$ cat config.mk
export PLATFORM = sky130hd
export DESIGN_NAME = tmr_vote_register_flat
export DESIGN_NICKNAME = d
export VERILOG_FILES = /design/src/rtl/tmr_vote_register_if.sv /design/src/rtl/tmr_vote_register.sv /design/src/flat_wrapper.sv
export SDC_FILE = /design/constraint.sdc
export NUM_CORES = 1
export LEC_CHECK = 0
export BUFFER_PORTS_ARGS = -buffer_cell sky130_fd_sc_hd__buf_2
export CAP_MARGIN = 20
export CORE_MARGIN = 8
export CORE_UTILIZATION = 49
export DETAILED_ROUTE_END_ITERATION = 10
export PLACE_DENSITY = 0.8
export SKIP_CTS_REPAIR_TIMING = 1
export SLEW_MARGIN = 20
export SYNTH_ARGS = -nofsm -noshare
export SYNTH_HDL_FRONTEND = slang
export SYNTH_SLANG_ARGS = --single-unit
$ cat constraint.sdc
create_clock -name clk -period 5.7 [get_ports clk]
set_input_delay 0.285 -clock clk [delete_from_list [all_inputs] [get_ports clk]]
set_output_delay 0.285 -clock clk [all_outputs]
set_load 0.1 [all_outputs]
$ cat src/rtl/tmr_vote_register_if.sv
// Bus bundle for the triplicated vote register: three input copies, load/clear
// controls, the three register copies, the voted output and the error monitor.
interface tmr_vote_register_if #(
    parameter int WIDTH = 8,
    parameter int CNT_W = 16
);
    logic [WIDTH-1:0] inA;
    logic [WIDTH-1:0] inB;
    logic [WIDTH-1:0] inC;
    logic             load;
    logic             clear;
    logic [WIDTH-1:0] outA;
    logic [WIDTH-1:0] outB;
    logic [WIDTH-1:0] outC;
    logic [WIDTH-1:0] out;
    logic             in_err;
    logic             reg_err;
    logic [CNT_W-1:0] err_count;
    logic [1:0]       state;

    modport master (
        output inA, inB, inC, load, clear,
        input  outA, outB, outC, out, in_err, reg_err, err_count, state
    );

    modport slave (
        input  inA, inB, inC, load, clear,
        output outA, outB, outC, out, in_err, reg_err, err_count, state
    );
endinterface

$ cat src/rtl/tmr_vote_register.sv
// Triple-modular-redundant register: votes inputs on load, scrubs copies otherwise, monitors faults.
// Latency: 1 cycle from load to out; out is the combinational vote of the register copies.
// Backpressure: none; load is accepted every cycle.
module tmr_vote_register #(
    parameter int WIDTH   = 8,
    parameter int CNT_W   = 16,
    parameter int PERSIST = 4
) (
    input  logic                 clk,
    input  logic                 rstn,
    tmr_vote_register_if.slave   bus
);
    typedef enum logic [1:0] {
        ST_OK   = 2'd0,
        ST_ERR  = 2'd1,
        ST_FAIL = 2'd2
    } state_e;

    localparam logic [CNT_W-1:0] CNT_MAX = {CNT_W{1'b1}};

    logic [WIDTH-1:0] a_q, b_q, c_q;
    logic [WIDTH-1:0] a_d, b_d, c_d;
    logic             in_err_q, in_err_d;
    logic             reg_err_q, reg_err_d;
    logic [CNT_W-1:0] err_count_q, err_count_d;
    state_e           state_q, state_d;
    logic [7:0]       ev_cnt_q, ev_cnt_d;
    logic [1:0]       clean_cnt_q, clean_cnt_d;

    logic [WIDTH-1:0] vin;
    logic [WIDTH-1:0] vreg;
    logic             in_mis;
    logic             reg_mis;
    logic             evt;
    logic [8:0]       ev_inc;

    assign vin     = (bus.inA & bus.inB) | (bus.inB & bus.inC) | (bus.inA & bus.inC);
    assign vreg    = (a_q & b_q) | (b_q & c_q) | (a_q & c_q);
    assign in_mis  = !((bus.inA == bus.inB) && (bus.inB == bus.inC));
    assign reg_mis = !((a_q == b_q) && (b_q == c_q));
    assign evt     = (bus.load && in_mis) || reg_mis;
    assign ev_inc  = {1'b0, ev_cnt_q} + 9'd1;

    always_comb begin
        a_d = bus.load ? vin : vreg;
        b_d = a_d;
        c_d = a_d;
        in_err_d  = bus.load && in_mis;
        reg_err_d = reg_mis;
        err_count_d = err_count_q;
        if (bus.clear) begin
            err_count_d = '0;
        end else if (evt && (err_count_q != CNT_MAX)) begin
            err_count_d = err_count_q + 1'b1;
        end
    end

    // The event that moves OK->ERR is the first of the consecutive run, so the
    // run counter starts at 1 there; PERSIST back-to-back events reach FAIL.
    always_comb begin
        state_d     = state_q;
        ev_cnt_d    = ev_cnt_q;
        clean_cnt_d = clean_cnt_q;
        case (state_q)
            ST_OK: begin
                clean_cnt_d = 2'd0;
                if (evt) begin
                    state_d  = ST_ERR;
                    ev_cnt_d = 8'd1;
                end else begin
                    ev_cnt_d = 8'd0;
                end
            end
            ST_ERR: begin
                if (evt) begin
                    clean_cnt_d = 2'd0;
                    if (ev_inc >= 9'(PERSIST)) begin
                        state_d  = ST_FAIL;
                        ev_cnt_d = 8'd0;
                    end else begin
                        ev_cnt_d = ev_inc[7:0];
                    end
                end else begin
                    ev_cnt_d = 8'd0;
                    if (clean_cnt_q == 2'd3) begin
                        state_d     = ST_OK;
                        clean_cnt_d = 2'd0;
                    end else begin
                        clean_cnt_d = clean_cnt_q + 2'd1;
                    end
                end
            end
            ST_FAIL: begin
                ev_cnt_d    = 8'd0;
                clean_cnt_d = 2'd0;
                if (bus.clear) begin
                    state_d = ST_OK;
                end
            end
            default: begin
                state_d     = ST_OK;
                ev_cnt_d    = 8'd0;
                clean_cnt_d = 2'd0;
            end
        endcase
    end

    always_ff @(posedge clk) begin
        if (!rstn) begin
            a_q         <= '0;
            b_q         <= '0;
            c_q         <= '0;
            in_err_q    <= 1'b0;
            reg_err_q   <= 1'b0;
            err_count_q <= '0;
            state_q     <= ST_OK;
            ev_cnt_q    <= 8'd0;
            clean_cnt_q <= 2'd0;
        end else begin
            a_q         <= a_d;
            b_q         <= b_d;
            c_q         <= c_d;
            in_err_q    <= in_err_d;
            reg_err_q   <= reg_err_d;
            err_count_q <= err_count_d;
            state_q     <= state_d;
            ev_cnt_q    <= ev_cnt_d;
            clean_cnt_q <= clean_cnt_d;
        end
    end

    assign bus.outA      = a_q;
    assign bus.outB      = b_q;
    assign bus.outC      = c_q;
    assign bus.out       = vreg;
    assign bus.in_err    = in_err_q;
    assign bus.reg_err   = reg_err_q;
    assign bus.err_count = err_count_q;
    assign bus.state     = state_q;
endmodule

$ cat src/flat_wrapper.sv
// flat-port wrapper written by rule: the top's interface ports become plain ports
module tmr_vote_register_flat 
#(
    parameter int WIDTH   = 8,
    parameter int CNT_W   = 16,
    parameter int PERSIST = 4
)
  (clk, rstn, bus_inA, bus_inB, bus_inC, bus_load, bus_clear, bus_outA, bus_outB, bus_outC, bus_out, bus_in_err, bus_reg_err, bus_err_count, bus_state);
  tmr_vote_register_if #(.WIDTH(WIDTH), .CNT_W(CNT_W)) bus_i ();
  input  logic clk;
  input  logic rstn;
  input wire logic [$bits(bus_i.inA)-1:0] bus_inA;
  input wire logic [$bits(bus_i.inB)-1:0] bus_inB;
  input wire logic [$bits(bus_i.inC)-1:0] bus_inC;
  input wire logic [$bits(bus_i.load)-1:0] bus_load;
  input wire logic [$bits(bus_i.clear)-1:0] bus_clear;
  output wire logic [$bits(bus_i.outA)-1:0] bus_outA;
  output wire logic [$bits(bus_i.outB)-1:0] bus_outB;
  output wire logic [$bits(bus_i.outC)-1:0] bus_outC;
  output wire logic [$bits(bus_i.out)-1:0] bus_out;
  output wire logic [$bits(bus_i.in_err)-1:0] bus_in_err;
  output wire logic [$bits(bus_i.reg_err)-1:0] bus_reg_err;
  output wire logic [$bits(bus_i.err_count)-1:0] bus_err_count;
  output wire logic [$bits(bus_i.state)-1:0] bus_state;
  assign bus_i.inA = bus_inA;
  assign bus_i.inB = bus_inB;
  assign bus_i.inC = bus_inC;
  assign bus_i.load = bus_load;
  assign bus_i.clear = bus_clear;
  assign bus_outA = bus_i.outA;
  assign bus_outB = bus_i.outB;
  assign bus_outC = bus_i.outC;
  assign bus_out = bus_i.out;
  assign bus_in_err = bus_i.in_err;
  assign bus_reg_err = bus_i.reg_err;
  assign bus_err_count = bus_i.err_count;
  assign bus_state = bus_i.state;
  tmr_vote_register #(.WIDTH(WIDTH), .CNT_W(CNT_W), .PERSIST(PERSIST)) u_core (.clk(clk), .rstn(rstn), .bus(bus_i));
endmodule
* Word-level counts from Yosys, hierarchy flattened *
Cells that the tools add are included.

word-level totals
  logic and storage cells = 49
  register bits = 37
  input port bits = 28
  output and inout bits = 52

operators by class
  bitwise gates (word level) = 10
  add/subtract/negate cells = 3
  $lt $le $gt $ge = 1
  multiplexer cells = 11
  equal/unequal tests = 10
  reduce and logical (&&, ||, !) cells = 8

operator list
  operator                 number
  $and A8 B8 Y8            4
  $or A8 B8 Y8             4
  $mux W8                  3
  $add A16 B1 Y16 const B  1
  $eq A8 B8 Y1             2
  $ne A16 B16 Y1 const B   1
  $pmux W8 S2              1
  $mux W2                  5
  $add A8 B1 Y9 const B    1
  $ge A9 B3 Y1 const B     1
  $pmux W2 S3              1
  $eq A2 B2 Y1 const B     2
  $reduce_and A4 Y1        1
  $reduce_or A4 Y1         1
  $logic_and A1 B1 Y1      3
  $ne A3 B1 Y1 const B     1
  $ne A3 B3 Y1 const B     1
  $add A2 B1 Y2 const B    1
  $eq A2 B1 Y1 const B     1
  $logic_not A2 Y1         1
  $ne A2 B1 Y1 const B     1
  $ne A2 B2 Y1 const B     1
  $not A1 Y1               2
  $reduce_or A2 Y1         1
  2 further kinds          2

* Logic depth before layout (Yosys ltp) *
  depth in word-level cells = 6
  mapped depth = 7
  depth with buffers taken out = 5

* Worst setup path after synthesis *
OpenSTA, ideal clock, no wires.

  path type = register -> register
  from = register u_core.err_count_q[1], in the netlist u_core.bus.err_count[1]
  to = register u_core.err_count_q[12], in the netlist u_core.bus.err_count[12]
  stages on the path, launching flop included = 6
  buffers on the path = 0
  data required time = 5629 ps
  period minus slack after synthesis = 2526 ps
  arrival = 2455 ps
  slack = 3174 ps
  library setup time = 71 ps
  path through = dfxtp_1 > ha_1 > nand2_1 > or3_1 > or4_1 > a21oi_1

on the way
  word-level cells in the longest chain between the ends = 2
  elaborated cells between the ends (all ways) = 3
  classes of those cells = add/sub: 1; eq/ne: 1; reduce/logical: 1

ends and longest elaborated chain
  element                                                  RTL line                  source
  start: declaration                                       tmr_vote_register.sv:25   logic [CNT_W-1:0] err_count_q, err_count_d;
  start signal: assignment                                 tmr_vote_register.sv:125  err_count_q <= err_count_d;
  branches (longest 2 deep; another with $add A16 B1 Y16)  -

Parallel ways; which one is timed is not known.
A chain may end at the register's enable or synchronous reset.

* Worst setup path after layout *
  from = input port bus_inC[0]
  to = register u_core.state_q[0], in the netlist u_core.bus.state[0]

on the way
  word-level cells in the longest chain between the ends = 6
  elaborated cells between the ends (all ways) = 10
  classes of those cells = eq/ne: 4; mux: 2; reduce/logical: 4

ends and longest elaborated chain
  element                                                     RTL line                  source
  start: declaration                                          flat_wrapper.sv:14        input wire logic [$bits(bus_i.inC)-1:0] bus_inC;
  $eq A8 B8 Y1 (*)                                            tmr_vote_register.sv:39   assign in_mis = !((bus.inA == bus.inB) && (bus.inB == bus.inC));
  $logic_and A1 B1 Y1 (*)                                     tmr_vote_register.sv:39
  $logic_not A1 Y1 (*)                                        tmr_vote_register.sv:39
  $logic_and A1 B1 Y1 (*)                                     tmr_vote_register.sv:41   assign evt = (bus.load && in_mis) || reg_mis;
  $ne A3 B3 Y1 (no line), or another cell as far along        -
  $reduce_and A4 Y1 (no line) or $pmux W2 S3 (tied branches)  -
  end signal: assignment                                      tmr_vote_register.sv:126  state_q <= state_d;
  end: declaration                                            tmr_vote_register.sv:26   state_e state_q, state_d;

Mark *: on every way between the ends. The rest lies on a longest branch, timed or not.

==> flow_summary_export.csv <==
group,metric,value,unit
pwr,power_report.internal_total,0.412,mW
route,postRouteWirelength,4940,um
die,die_area,6670,um2
critical_path,critPathMaxFanout,30,
finish,diodes,0,
pwr,netSwitchingPower,0.277,mW
finish,design_area,2460,um2
critical_path,depth_of_the_worst_register_to_register_path,4,
critical_path,worst_path_largest_cell_delay,0.55,ns
clocking,cts.path.max_buffers,2,
global_route,initial_antenna_violation_count,0,
clocking,cts_max_level,2,
yosys,count_of_flip_flops_with_a_built_in_enable_after_synthesis,0,
critical_path,cp_cell_sequence,"buf_2 > ha_1 > or4_4 > o41ai_4 > buf_4 > nor4b_1 > a311o_1",
timing,setup_violations,0,
critical_path,startpoint_type,"primary input",
yosys,netlist_instances,224,
critical_path,timing_worst_setup_path_type,"primary input to flop",
yosys,synthArstFlopShare,0,%
yosys,yosys_warnings,0,
place,post_place_worst_slack,3.30,ns
die,dieWidth,81.7,um
yosys,synth_flop_cell,"sky130_fd_sc_hd__dfxtp_1",
clocking,number_of_sinks_driven_by_the_clock_tree,37,
timing,clock.fmax,472,MHz
yosys,synth_cell_type_count,43,
global_route,grt_start_max_net_pins,31,
finish,nNetsFinal,332,
clocking,cts.reportedPaths.clkPinSlew,0.07,ns
min_path,holdCritPathClass,"primary input to flop",
min_path,hold_path.startpoint,"bus_clear",
clocking,tritoncts_clock_tree,"built",
timing,tightestPinTransition,0.836,ns
route,drtPass1Iterations,4,
place,placement.cell_area,2360,um2
finish,layout.cells.most_common,"sky130_fd_sc_hd__buf_2",
route,drc,0,
critical_path,slowest_stage,"sky130_fd_sc_hd__or4_4",
timing,slack_of_the_critical_path,3.58,ns
global_route,globalRoute.totalOverflow,0,
route,detail-route-antenna-nets,0,
finish,multi_input_comb_area,1130,um2
finish,final_cell_mix,"sky130_fd_sc_hd__buf_2, sky130_fd_sc_hd__dfxtp_1, sky130_fd_sc_hd__ha_1",
finish,number_of_non_filler_instances_in_the_completed_layout,337,
timing,slew_headroom,43.5,%
route,via_count,1925,
finish,ratio_of_cells_with_drive_above_1_in_the_final_layout,34.0,%
timing,unrepaired_setup_endpoints_after_global_routing,"false",
pwr,irDropWorstVdd,0.000129,V
critical_path,rr_startpoint,"u_core.bus.err_count[11]$_SDFFE_PP0P_",
die,placeableCoreArea,4260,um2
timing,final_min_period_over_clock_period,37.2,%
global_route,first_global_vias,1682,
clocking,ctsRootBufferMaster,"sky130_fd_sc_hd__clkbuf_8",
place,place_congestion,0.863,
die,start_util,49.5,%
critical_path,setup.worst_path.end_class,"flop",
timing,timing.final.hold_violations,0,
critical_path,cp-startpoint,"bus_inC[0]",
yosys,synth_seq_area_share,35.1,%
die,placement_rows,24,
run,timing.max_cap.violations,0,
finish,layout.area.seq,741,um2
pwr,clockPowerShare,28.6,%
critical_path,worst-endpoint-arrival,2.29,ns
route,avgRoutedWirePerCell,14.7,um
global_route,global_route.usage.total,14.7,%
place,placedCellCount,329,
pwr,switching_share,40.2,%
die,die_h,81.7,um
clocking,clock_latency_at_the_later_pin_of_the_worst_skew_pair,0.29,ns
timing,timing.setup.tns,0,ns
finish,area.growth.synth_to_final,16.4,%
place,hpwlAfterDp,3840,um
global_route,first_pass_grt_wire_length,7830,um
finish,layout.filler_cells,395,
pwr,power_density,280,nW/um2
clocking,cts_made_buffers,5,
place,port_buffers,78,
route,detailed_route_vias_per_instance,5.71,
pwr,combPwrFrac,31.3,%
critical_path,crit_required,5.87,ns
die,pin_count,80,
pwr,total_leakage_power,1.11,nW
outcome,status,"finished, final reports clean",
route,detailedRoute.firstIterationViolations,71,
yosys,postSynthRegisterBits,37,
pwr,sequentialPowerShare,40.0,%
timing,finalWorstPathRequiredPeriod,2.12,ns
min_path,timing.hold.worst_path_depth,4,
timing,clock_skew,0.00942,ns
yosys,syn_area_per_cell,9.43,um2
timing,timing_max_transition_violations_final,0,
yosys,synthesis.area,2110,um2
-- power groups by stage --
stage	registers (mW)	clock network, mW	logic, mW
final	0.276	0.197	0.216
after floorplan	0.326	0	0.153
after global placement	0.281	0	0.215
after CTS	0.276	0.204	0.217
after global routing	0.278	0.217	0.225
after detailed placement	0.282	0	0.217
-- cell type report --
cell class	instances	area share [%]
timing repair buffer	80	16.5
clock buffer	7	3.92
multi-input combinational	157	46.1
inverter	3	0.458
tap	52	2.65
sequential	37	30.1
clock inverter	1	0.204
-- metrics by stage --
stage                     utilization, %  power, mW  hold WS (ns)
after floorplan                        -      0.479         0.398
after global placement              55.3      0.496         0.410
after detailed placement            55.3      0.499         0.428
after CTS                           57.6      0.697         0.287
after global routing                57.6      0.719         0.304
final                               57.6      0.689         0.299
-- flip-flops by register name, summed over array words and instances (netlist names) --
signal                cells
u_core.ev_cnt_q           8
u_core.bus.in_err         1
u_core.bus.outB           8
u_core.clean_cnt_q        2
u_core.bus.err_count     16
u_core.bus.state          2
-- cell usage after synthesis (all sizes together), types with 6 or more instances --
master	n	area [um2]
a211oi	8	60.1
nand2	9	33.8
ha	20	250
a21oi	21	113
dfxtp	37	741
o31ai	9	67.6
buf	28	230
nor3	6	40.0
nor2	6	22.5
o21ai	11	58.8
nand3	7	35.0
or4	16	128
-- worst paths after layout --
path	endpoint	slack (ns)
worst max register to register	u_core.bus.err_count[9]$_SDFFE_PP0P_	3.75
worst max-delay path	u_core.bus.state[0]$_SDFFE_PN0P_	3.58
worst min-delay path	u_core.bus.state[1]$_SDFFE_PN0P_	0.30
worst min register to register	u_core.clean_cnt_q[0]$_SDFF_PP0_	0.44
-- worst max-delay path, delay by kind of cell --
family	cells	cell delay, ns
simple gates	2	0.65
compound gates	2	0.63
buf+inv	2	0.44
fa+ha+maj	1	0.28
-- cells by family (layout without fill, tap and decap cells) --
logic type                 after synthesis  count (layout)  synth area share [%]
AOI/OAI and AO/OA                       62              62                  20.3
adders and majority gates               20              20                  11.8
and+or+nand+nor                         67              67                  19.8
other                                    1               7                 0.178
DFF                                     37              37                  35.1
muxes                                    1               1                 0.474
buffers and inverters                   36              91                  12.3
-- metal layers --
layer  global-route usage [%]  vias to the layer above  share of wire, %
li1                         -                      955                 -
met1                     17.8                      889                41
met2                     23.2                       73                45
met3                     5.69                        8                12
met4                     5.61                        0               1.3
met5                        0                        -                 0
Power figures use the tool's default switching activity.
